## config.mk

```make
export PLATFORM = sky130hd
export DESIGN_NAME = fp_addsub_issue
export DESIGN_NICKNAME = d
export VERILOG_FILES = /design/src/rtl/fp_pkg.sv /design/src/rtl/fp_issue_fifo.sv /design/src/rtl/fp_addsub_issue.sv
export SDC_FILE = /design/constraint.sdc
export NUM_CORES = 1
export LEC_CHECK = 0
export ABC_AREA = 1
export BUFFER_PORTS_ARGS = -buffer_cell sky130_fd_sc_hd__buf_2
export CORE_UTILIZATION = 53
export CTS_CLUSTER_SIZE = 10
export DETAILED_ROUTE_END_ITERATION = 16
export PLACE_DENSITY_LB_ADDON = 0.3
export SYNTH_ARGS = -nofsm -noshare
export SYNTH_HDL_FRONTEND = slang
export SYNTH_HIERARCHICAL = 1
export SYNTH_SLANG_ARGS = --single-unit
```

## constraint.sdc

```tcl
create_clock -name clk -period 4.8 [get_ports clk]
set_input_delay 0 -clock clk [delete_from_list [all_inputs] [get_ports clk]]
set_output_delay 0 -clock clk [all_outputs]
set_load 0.05 [all_outputs]
```

## src/rtl/fp_pkg.sv

```systemverilog
// rtl/fp_pkg.sv - shared types and constants for the addsub issue controller
package fp_pkg;

  localparam logic MODE_ADD = 1'b0;
  localparam logic MODE_SUB = 1'b1;

  typedef struct packed {
    logic        mode;
    logic [31:0] op1;
    logic [31:0] op2;
  } fp_op_t;

  typedef enum logic [1:0] {
    ST_IDLE,
    ST_LAUNCH,
    ST_WAIT,
    ST_RESP
  } issue_state_t;

endpackage

```

## src/rtl/fp_issue_fifo.sv

```systemverilog
// rtl/fp_issue_fifo.sv - request FIFO holding pending addsub operations
module fp_issue_fifo
  import fp_pkg::*;
#(
  parameter int DEPTH = 2
) (
  input  logic                     clk,
  input  logic                     rst,
  input  logic                     push,
  input  fp_op_t                   push_data,
  input  logic                     pop,
  output fp_op_t                   pop_data,
  output logic                     full,
  output logic                     empty,
  output logic [$clog2(DEPTH):0]   count
);

  localparam int AW = $clog2(DEPTH);
  localparam logic [AW:0] DEPTH_CNT = (AW + 1)'(DEPTH);

  fp_op_t        mem [DEPTH];
  logic [AW-1:0] wr_ptr;
  logic [AW-1:0] rd_ptr;
  logic          do_push;
  logic          do_pop;

  assign full     = (count == DEPTH_CNT);
  assign empty    = (count == '0);
  assign do_push  = push & ~full;
  assign do_pop   = pop & ~empty;
  assign pop_data = mem[rd_ptr];

  // Storage array; contents are don't-care until written, so no reset.
  always_ff @(posedge clk) begin
    if (do_push) begin
      mem[wr_ptr] <= push_data;
    end
  end

  // Pointers wrap naturally at the power-of-two depth; count tracks occupancy.
  always_ff @(posedge clk) begin
    if (rst) begin
      wr_ptr <= '0;
      rd_ptr <= '0;
      count  <= '0;
    end else begin
      if (do_push) begin
        wr_ptr <= wr_ptr + 1'b1;
      end
      if (do_pop) begin
        rd_ptr <= rd_ptr + 1'b1;
      end
      case ({do_push, do_pop})
        2'b10:   count <= count + 1'b1;
        2'b01:   count <= count - 1'b1;
        default: count <= count;
      endcase
    end
  end

endmodule

```

## src/rtl/fp_addsub_issue.sv

```systemverilog
// rtl/fp_addsub_issue.sv - serialising issue controller for addsub; optional WAIT watchdog via FP_ISSUE_TIMEOUT_EN
module fp_addsub_issue
  import fp_pkg::*;
#(
  parameter int DEPTH          = 2,
  parameter int TIMEOUT_CYCLES = 64
) (
  input  logic        clk,
  input  logic        rst,
  input  logic        req_valid,
  output logic        req_ready,
  input  logic        req_mode,
  input  logic [31:0] req_op1,
  input  logic [31:0] req_op2,
  output logic        add_start,
  output logic        mode,
  output logic [31:0] op1,
  output logic [31:0] op2,
  input  logic        add_done,
  input  logic [31:0] add_result,
  input  logic        add_overflow,
  output logic        rsp_valid,
  input  logic        rsp_ready,
  output logic [31:0] rsp_result,
  output logic        rsp_overflow,
  output logic        rsp_timeout,
  output logic        busy
);

  localparam int AW = $clog2(DEPTH);
  localparam logic [AW:0] DEPTH_CNT = (AW + 1)'(DEPTH);

  issue_state_t state;
  fp_op_t       req_op;
  fp_op_t       head_op;
  logic         fifo_push;
  logic         fifo_pop;
  logic         fifo_full;
  logic         fifo_empty;
  logic [AW:0]  fifo_count;

  assign req_op.mode = req_mode;
  assign req_op.op1  = req_op1;
  assign req_op.op2  = req_op2;

  // Ready comes from the registered count only, never from a same-cycle pop.
  assign req_ready = (fifo_count != DEPTH_CNT);
  assign fifo_push = req_valid & ~fifo_full;
  assign fifo_pop  = (state == ST_IDLE) & ~fifo_empty;
  assign busy      = (state != ST_IDLE) | ~fifo_empty;

  fp_issue_fifo #(
    .DEPTH(DEPTH)
  ) u_fifo (
    .clk      (clk),
    .rst      (rst),
    .push     (fifo_push),
    .push_data(req_op),
    .pop      (fifo_pop),
    .pop_data (head_op),
    .full     (fifo_full),
    .empty    (fifo_empty),
    .count    (fifo_count)
  );

`ifdef FP_ISSUE_TIMEOUT_EN
  localparam int CW = $clog2(TIMEOUT_CYCLES) + 1;
  localparam logic [CW-1:0] WAIT_LAST = CW'(TIMEOUT_CYCLES - 1);
  logic [CW-1:0] wait_cnt;
`else
  logic unused_timeout_cfg;
  assign unused_timeout_cfg = (TIMEOUT_CYCLES > 1);
  assign rsp_timeout        = 1'b0;
`endif

  // Issue FSM: pop -> launch pulse -> wait for completion -> hold response.
  always_ff @(posedge clk) begin
    if (rst) begin
      state        <= ST_IDLE;
      add_start    <= 1'b0;
      mode         <= MODE_ADD;
      op1          <= '0;
      op2          <= '0;
      rsp_valid    <= 1'b0;
      rsp_result   <= '0;
      rsp_overflow <= 1'b0;
`ifdef FP_ISSUE_TIMEOUT_EN
      rsp_timeout  <= 1'b0;
      wait_cnt     <= '0;
`endif
    end else begin
      add_start <= 1'b0;
      case (state)
        ST_IDLE: begin
          if (!fifo_empty) begin
            mode      <= head_op.mode;
            op1       <= head_op.op1;
            op2       <= head_op.op2;
            add_start <= 1'b1;
            state     <= ST_LAUNCH;
          end
        end
        ST_LAUNCH: begin
          // add_done seen here belongs to nothing we launched; ignore it.
          state <= ST_WAIT;
`ifdef FP_ISSUE_TIMEOUT_EN
          wait_cnt <= '0;
`endif
        end
        ST_WAIT: begin
          if (add_done) begin
            rsp_result   <= add_result;
            rsp_overflow <= add_overflow;
            rsp_valid    <= 1'b1;
            state        <= ST_RESP;
`ifdef FP_ISSUE_TIMEOUT_EN
            rsp_timeout  <= 1'b0;
          end else if (wait_cnt == WAIT_LAST) begin
            rsp_result   <= '0;
            rsp_overflow <= 1'b0;
            rsp_timeout  <= 1'b1;
            rsp_valid    <= 1'b1;
            state        <= ST_RESP;
          end else begin
            wait_cnt <= wait_cnt + 1'b1;
`endif
          end
        end
        ST_RESP: begin
          if (rsp_ready) begin
            rsp_valid <= 1'b0;
            state     <= ST_IDLE;
          end
        end
        default: state <= ST_IDLE;
      endcase
    end
  end

endmodule

```

; ---- Word level (Yosys, flattened, before mapping)
; Memory sizes are Yosys's and may differ from the RTL's. A register that Yosys moved wholly into a read port is not among the register bits.
; Cells that the tools add are included.
[classes]
addsub = 4
eq_ne = 10
muxes = 11
bitwise_logic = 8
n_reduce_logical = 10
[ops]
columns = cell, n
row1 = $eq 2x2->1 const B, 4
row2 = $ne 2x2->1 const B, 4
row3 = $pmux 2 s4, 1
row4 = $mux 2, 3
row5 = $reduce_and 3->1, 2
row6 = $reduce_bool 2->1, 3
row7 = $mux 1, 5
row8 = $and 1x1->1, 4
row9 = $eq 2x1->1 const B, 2
row10 = $logic_not 2->1, 2
row11 = $pmux 2 s2, 1
row12 = $reduce_and 2->1, 2
row13 = $not 1->1, 3
row14 = $add 1x1->1 const B, 2
row15 = $add 2x1->2 const B, 1
row16 = $pmux 1 s2, 1
row17 = $reduce_or 2->1, 1
row18 = $sub 2x1->2 const B, 1
row19 = $or 1x1->1, 1
[totals]
reg_bits = 41
mem_bits_rw = 130
input_bits = 103
out_inout_bits = 103
wordCells = 52
n_memories = 1
[mem_list]
columns = name, words, word_bits, rd, rd_clocked_by_memory_dff, write_ports, line
row1 = u_fifo.mem, 2, 65, 1, 1, 1, fp_issue_fifo.sv:21  ; fp_op_t mem [DEPTH];

; ---- Depth between registers and ports, before layout
; Gate-level depths: netlist of the first run.
[logic_depth]
ltp_word = 6
mapped_depth = 14
mapped_depth_nobuf = 12

; ---- By module
; The synthesis of the first run kept the hierarchy.
[modules_own_cells]
columns = mod, instances, cells_each, area_each_um2, seq_area_each_um2
row1 = fp_issue_fifo, 1, 242, 5141.2, 4003.8
row2 = fp_addsub_issue, 1, 467, 3698.5, 2042.0

; ---- Least setup slack after synthesis of the first run
; No wires, ideal clock.
[synth_path]
path_type = flip-flop to flip-flop
startpoint = register u_fifo.count[0]
endpoint = memory u_fifo/mem[0][0] (netlist bit) (enable)
setup_time_ns = 0.488
t_arrival_ns = 3.522
t_required_ns = 4.312
path_slack_ns = 0.790
stages_incl_launch_ff = 7
path_buffers = 0
synth_period_minus_slack_ns = 4.010
path_cell_list = dfxtp_1 -> nor2_1 -> nor2_1 -> inv_1 -> nor2_1 -> inv_1 -> nor2_1
[synth_via]
elab_chain_len = 6
[synth_lines]
columns = element, line
row1 = start: declaration, fp_issue_fifo.sv:15  ; output logic [$clog2(DEPTH):0] count
row2 = start signal: assignment, fp_issue_fifo.sv:54  ; 2'b10: count <= count + 1'b1;
row3 = start signal: assignment, fp_issue_fifo.sv:55  ; 2'b01: count <= count - 1'b1;
row4 = start signal: assignment, fp_issue_fifo.sv:56  ; default: count <= count;
row5 = $eq 2x2->1, fp_issue_fifo.sv:27  ; assign full = (count == DEPTH_CNT);
row6 = via fifo_full, fp_addsub_issue.sv:38  ; logic fifo_full;
row7 = $not 1->1, fp_addsub_issue.sv:48  ; assign fifo_push = req_valid & ~fifo_full;
row8 = $and 1x1->1, fp_addsub_issue.sv:48
row9 = via fifo_push, fp_addsub_issue.sv:36  ; logic fifo_push;
row10 = $and 1x1->1, fp_issue_fifo.sv:29  ; assign do_push = push & ~full;
row11 = $mux 1, fp_issue_fifo.sv:35  ; if (do_push) begin
row12 = $mux 1 (not written as such), fp_issue_fifo.sv:36  ; mem[wr_ptr] <= push_data;
row13 = end: declaration, fp_issue_fifo.sv:21
; The timed path passes the listed nets, and every way through them passes these cells.

; ---- Worst setup path in the final report of the first run
[layout_path]
startpoint = register state[0]
endpoint = register rsp_result[30]
[layout_via]
elab_chain_len = 2
[layout_lines]
columns = element, line
row1 = start: declaration, fp_addsub_issue.sv:33  ; issue_state_t state;
row2 = start signal: assignment, fp_addsub_issue.sv:79  ; state <= ST_IDLE;
row3 = start signal: assignment, fp_addsub_issue.sv:100  ; state <= ST_LAUNCH;
row4 = start signal: assignment, fp_addsub_issue.sv:105  ; state <= ST_WAIT;
row5 = $eq 2x2->1, fp_addsub_issue.sv:93  ; case (state)
row6 = $reduce_and 2->1 (no line), --
row7 = end signal: assignment, fp_addsub_issue.sv:112  ; rsp_result <= add_result;
row8 = end: declaration, fp_addsub_issue.sv:24  ; output logic [31:0] rsp_result,
; No other way between the ends.
; A chain may end at the register's enable or synchronous reset.

==> results of run 1 <==
-- worst min-delay path, delay by kind of cell --
| family | cells | cell delay [ns] |
|---|---|---|
| buffers and inverters | 2 | 0.15 |
| AND/OR/NAND/NOR | 4 | 0.35 |
-- worst max-delay path by stage --
stage                          from           endpoint  depth (start not counted)
floorplan           u_fifo/count[0]   u_fifo/mem[0][0]                          6
global placement           state[0]     rsp_result[16]                          6
detailed placement  u_fifo/count[0]  u_fifo/mem[0][44]                          7
CTS                        state[0]      rsp_result[2]                          6
global route               state[0]     rsp_result[30]                          6
finish                     state[0]     rsp_result[30]                          6
-- power by group through the flow --
stage / registers, mW / logic, mW / clock network, mW
after global routing: 3.16 / 3.18 / 1.90
after floorplan: 4.14 / 1.28 / 0
after CTS: 3.09 / 2.96 / 1.83
final: 3.10 / 2.97 / 1.80
after detailed placement: 3.12 / 2.88 / 0
after global placement: 3.11 / 2.86 / 0
-- what timing repair did --
item	CTS	global route
buffers inserted	0	0
endpoints found under the hold margin	171	0
hold buffers	103	0
-- area by class of cell --
type	count	area share, %
clock buffer	47	6.50
clock inverter	1	0.0748
timing repair buffer	312	17.8
multi-input combinational	413	20.9
sequential	237	51.7
inverter	20	0.641
tap	216	2.31
antenna	1	0.0214
-- registers in the layout (all words and copies together) (netlist names), named ones only --
signal         count
u_fifo/mem       130
op1               32
op2               32
rsp_result        32
state              2
u_fifo/count       2
add_start          1
mode               1
rsp_overflow       1
rsp_valid          1
u_fifo/rd_ptr      1
u_fifo/wr_ptr      1
-- cell families (layout without fill, tap and decap cells) --
logic type      Yosys count  after routing
simple gates            240            240
flops                   237            237
compound gates          101            101
mux                      65             65
buf+inv                  59            380
fa+ha+maj                 6              6
other cells               1              2
-- metal layers --
metal	routed length (µm)	track usage (%)
met1	8260	29.1
met2	9560	39.0
met3	1520	4.90
met4	591	9.08
met5	0	0
-- per-stage QoR --
stage,setup slack [ns],total power [mW],instances
2_1_floorplan,0.790,5.42,709
3_3_place_gp,2.32,5.97,1095
3_5_place_dp,2.30,6.00,1095
4_1_cts,2.26,7.89,1246
5_1_grt,1.93,8.24,1247
6_report,2.22,7.87,1247
-- cell usage in the layout (no fill, tap or decap), types with 16 or more instances in the layout --
cell,instances
buf_2,204
clkbuf_1,19
clkbuf_16,27
dfxtp_1,106
dlygate4sd3_1,103
edfxtp_1,130
inv_1,16
mux2_4,50
nand2_1,18
nor2_1,206
o21ai_0,93
==> summary.txt, run 1 <==
Synth
  • Syn Area/Cell: between 10 and 15 µm²
  • Post-synthesis mux area share: 10.4%
  • Mapped Cells: around 710
  • Syn. warnings: 6
  • Most common flop cell mapped by yosys: edfxtp_1
  • Post-synth EDFFs: 130
  • Seq/Total Area, Yosys: between 60% and 70%
  • Top cells by count, synth: nor2_1, edfxtp_1, dfxtp_1, o21ai_0, mux2_4
  • Main combinational cell family by area after synthesis: simple AND/OR/NAND/NOR gates
  • Synth Area in XOR/XNOR: 0%
  • Post-Syn Area: ~8800 µm²
  • Library cells used by synthesis: 23
  • Post-synthesis compound-gate area fraction: between 5 and 6%
  • Adder-cell area share of the yosys netlist: less than 1%
  • Post-synth top area share: approximately 44%
  • Post-synthesis register bit count: ~240
  • Syn_nets: between 800 and 900
  • Synth async-reset ratio: 0%
  • Post-Synth Simple-Gate Area: 10.6%
  • Cell with the most instances after synthesis: nor2_1
  • Top cells by area, synth: edfxtp_1, dfxtp_1, nor2_1, mux2_4, o21ai_0
  • Post-synth top area cell: edfxtp_1

Die
  • Area of the core: approximately 16000 µm²
  • Initial cell density of the core: 55.0%
  • Die W: 131 µm
  • # IOs: between 200 and 250
  • DIE HEIGHT: 131 µm
  • Die area: 17200 µm²
  • Num rows: 46

Hold path
  • Hold endpoint: state[1]
  • Hold Crit Depth: 6
  • Hold Startpoint: add_done
  • Worst hold-check path type: in2reg

STA
  • Final hold slack: roughly 0.013 ns
  • Relative slew slack: between 20% and 30%
  • Fin crit period: 2.58 ns
  • Tightest Pin Transition: ~1.2 ns
  • Setup violators final: 0
  • Fin crit share: between 50% and 60%
  • Setup TNS: 0 ns
  • Clk_skew: 0.0176 ns
  • Final Hold Vio Count: 0
  • Fin. max-slew vios: 0
  • Achievable Freq: between 300 and 400 MHz
  • RSZ-0062 raised after global routing: no

Worst setup path
  • CP max FO: 34
  • Reg-to-reg critical path startpoint: state[0]
  • Worst path top cell family by delay: simple AND/OR/NAND/NOR gates
  • Max incr delay on CP: 0.71 ns
  • R2r worst-path depth: 6
  • CP startpoint kind: flop
  • Critical path class: reg2reg
  • Arrival time at the worst endpoint: slightly below 3 ns
  • FF-to-FF setup slack: roughly 2.2 ns
  • CP max-delay cell: inv_1
  • Worst path cell trace: inv_1 -> ha_1 -> nand2_1 -> inv_1 -> nor2_1 -> nor2_1
  • Worst setup EP type: flop
  • Crit path buf inv count: 2
  • Reg-to-reg endpoint: rsp_result[30]
  • Worst path required time: around 5.2 ns

Global route
  • First-pass GRT wire length: 31.8 mm
  • Tot GR Track Use: between 20 and 25%
  • Initial antenna violation count: 1
  • Pin count of the biggest net entering global routing: a little under 70
  • GRT Residual Overflow: 0
  • Vias in the first global route: around 6300

Drt
  • Vias: between 6000 and 7000
  • Antenna Violating Nets Remaining: 0
  • Vias per std cell: 5.00
  • # DRC: 0
  • TritonRoute pass-1 iters: 4
  • DRT iter0 DRCs: 331
  • DR WL/cell: 16.0 µm
  • DRT Wirelength: 19.9 mm

Finish
  • Fillers: 1012
  • Core utilization of the finished layout: around 73%
  • Sequential cell area: roughly 6000 µm²
  • Multi-input logic area: 2450 µm²
  • Layout cells sized above 1: between 30% and 40%
  • Final instance area: 11700 µm²
  • Area Overhead vs Synth: 32.4%
  • Final Net Count: around 1100

Power and ir drop
  • P_sw: around 3.2 mW
  • Sw frac: between 40% and 50%
  • Power per cell area: ~670 nW/µm²
  • Peak supply drop: between 0.4 and 0.5 mV
  • Combinational power share: about 38%
  • Int Pwr: between 4 and 5 mW
  • Lkg Pwr: between 4 and 5 nW
  • Seq pwr share: ~39%
  • Clock network power share: a little under a quarter

CTS
  • Root buf cell: clkbuf_16
  • Clock slew at the register clock pins of the worst setup and hold paths: 0.06 ns
  • CTS Buf Count: 27
  • CTS max path bufs: 3
  • CTS tree: yes
  • Clk_lat worst skew: about 0.53 ns
  • H-tree depth: 1
  • CTS sink count: 237
  • Number of gates resized after CTS: 0

Status
  • Status: finished, final reports clean

Placed design
  • Routability congestion estimate: around 0.82
  • IO Port Bufs: 204
  • HPWL Detailed: between 10 and 15 mm
  • Post-DP Area: around 9900 µm²

Run
  • Max-cap viol count: 0
Note: power is estimated with default switching activity, not from simulation.
==> run 2: changes to the inputs <==
- clock period: 4.8 -> 2.4 ns (I/O delays scaled with it)
==> run 2 against run 1 <==
  * Critical path type unchanged
  * Via count increased by 2.5%
  * Sequential cell count is the same
  * Non-clock buffer count grew 8
  * Clock skew shrank 0.0081 ns
  * Worst setup slack lost 2.0 ns
==> summary.txt, run 2 (same netlist as run 1, synthesis figures left out) <==
Worst setup path
  • CP startpoint kind: flop
  • CP max FO: 5 (-85%)
  • Worst setup EP type: flop
  • Arrival time at the worst endpoint: 2.53 ns (-0.45 ns)
  • Critical path class: reg2reg
  • R2r worst-path depth: 8 (+2)
  • Worst path required time: 2.79 ns (-2.41 ns)

Die
  • DIE HEIGHT: 131 µm (unchanged)
  • Initial cell density of the core: 55.0% (unchanged)
  • # IOs: 206 (unchanged)
  • Die area: 17200 µm² (unchanged)
  • Num rows: 46 (unchanged)
  • Area of the core: 16100 µm² (unchanged)
  • Die W: 131 µm (unchanged)

STA
  • RSZ-0062 raised after global routing: no
  • Relative slew slack: 54.3% (+34 points)
  • Fin. max-slew vios: 0 (unchanged)
  • Setup violators final: 0 (unchanged)
  • Clk_skew: 0.00952 ns (-0.00812 ns)
  • Setup TNS: 0 ns (unchanged)
  • Fin crit share: 89.3% (+36 points)
  • Fin crit period: 2.14 ns (-0.437 ns)
  • Achievable Freq: 467 MHz (+20%)
  • Tightest Pin Transition: 0.686 ns (-0.509 ns)
  • Final Hold Vio Count: 0 (unchanged)

Power and ir drop
  • Clock network power share: 22.5% (-0.4 points)
  • Peak supply drop: 0.891 mV (+92%)
  • Combinational power share: 39.0% (+1.3 points)
  • Lkg Pwr: 5.04 nW (+0.92%)
  • Power per cell area: 1340 nW/µm² (+99%)
  • P_sw: 6.40 mW (+100%)
  • Int Pwr: 9.44 mW (+100%)
  • Sw frac: 40.4% (about the same)
  • Tot Pwr: 15.8 mW (+100%)
  • Seq pwr share: 38.5% (-0.9 points)

CTS
  • Clock slew at the register clock pins of the worst setup and hold paths: 0.06 ns (about the same)
  • CTS sink count: 237 (unchanged)
  • Cts hold-fix bufs: 103 (unchanged)
  • Clk_lat worst skew: 0.50 ns (-0.03 ns)
  • CTS tree: yes
  • Number of gates resized after CTS: 0 (unchanged)
  • Setup Buffers After CTS: 0 (unchanged)
  • CTS Buf Count: 27 (unchanged)
  • CTS max path bufs: 3 (unchanged)
  • Root buf cell: clkbuf_16
  • H-tree depth: 1 (unchanged)

Global route
  • Initial antenna violation count: 0 (-1)
  • Vias in the first global route: 6437 (+2.6%)
  • GRT Residual Overflow: 0 (unchanged)
  • First-pass GRT wire length: 32.3 mm (+1.7%)
  • Pin count of the biggest net entering global routing: 66 (-2.9%)
  • Tot GR Track Use: 23.4% (+0.23 points)

Finish
  • Final Net Count: 1128 (+0.71%)
  • Max FFs per register: 130 (unchanged)
  • Core utilization of the finished layout: 73.6% (+0.70 points)
  • Antenna cells: 0 (-1)
  • Final cell count without fillers: 1255 (+0.64%)
  • Final instance area: 11800 µm² (+0.96%)
  • Commonest non-fill, non-tap cell in the layout: nor2_1
  • Commonest non-fill, non-tap cells in the layout: nor2_1, buf_2, edfxtp_1, dfxtp_1, dlygate4sd3_1
  • Fillers: 1036 (+2.4%)
  • Layout cells sized above 1: 31.4% (+0.31 points)
  • Area Overhead vs Synth: 33.7%
  • Largest Register: u_fifo/mem

Placed design
  • Routability congestion estimate: 0.778 (-5.4%)
  • Post-DP Area: 10000 µm² (+1.3%)
  • HPWL Detailed: 11.1 mm (-0.95%)
  • Cells after DPL: 1103 (+0.73%)
  • IO Port Bufs: 204 (unchanged)

Status
  • Status: finished, final reports clean

Drt
  • TritonRoute pass-1 iters: 5 (+1)
  • Vias: 6394 (+2.5%)
  • DRT Wirelength: 20.2 mm (+1.2%)
  • Vias per std cell: 5.09 (+1.9%)
  • # DRC: 0 (unchanged)
  • DR WL/cell: 16.1 µm (+0.53%)
  • Antenna Violating Nets Remaining: 0 (unchanged)
  • DRT iter0 DRCs: 342 (+3.3%)

Run
  • Max-cap viol count: 0 (unchanged)

Hold path
  • Worst hold-check path type: in2reg
  • Hold Crit Depth: 6 (unchanged)
-- run 2: cell types whose count changed in the layout (fill, tap and decap cells not counted), sizes merged --
cell and delta:
buf +8, clkbuf +2, clkinvlp +1, diode -1, inv -2
-- run 2: per-layer routing --
metal	wire [µm]	track usage, %
met1	8100	28.2
met2	10200	41.4
met3	1450	4.94
met4	443	7.71
met5	0	0
-- run 2: final cells by class --
class	count	area, µm²	share of cell area [%]
Sequential cell	237	6050	51.2
Timing Repair Buffer	320	2210	18.7
Multi-Input combinational cell	413	2450	20.7
Inverter	20	78.8	0.667
Clock buffer	49	758	6.41
Tap cell	216	270	2.29
-- run 2: power by group through the flow --
stage | Combinational, mW | Sequential, mW | Clock, mW
6_report | 6.17 | 6.10 | 3.57
5_1_grt | 6.56 | 6.21 | 3.80
4_1_cts | 6.15 | 6.08 | 3.63
3_5_place_dp | 5.99 | 6.13 | 0
3_3_place_gp | 5.91 | 6.09 | 0
2_1_floorplan | 2.57 | 8.25 | 0
-- run 2: stage by stage --
stage | hold WS, ns | setup WS, ns
2_1_floorplan | 0.0724 | 0.200
3_3_place_gp | 0.188 | 0.695
3_5_place_dp | 0.192 | 0.619
4_1_cts | 0.00567 | 0.277
5_1_grt | 0.115 | 0.143
6_report | 0.0336 | 0.258
-- run 2: final timing paths --
path / from / to / slack, ns
worst max-delay path: state[0] / rsp_valid / 0.26
worst min-delay path: add_done / state[1] / 0.03
worst max register to register: state[0] / rsp_valid / 0.26
worst min register to register: rsp_result[21] / rsp_result[21] / 0.48
-- run 2: worst max-delay path, stage by stage (launching register included) --
cell	delay [ns]
dfxtp_1	0.33
inv_1	0.09
ha_1	0.22
nand2_1	0.10
nand3_1	0.07
dlygate4sd3_1	0.55
nand2_1	0.06
a21oi_1	0.04
dlygate4sd3_1	0.56
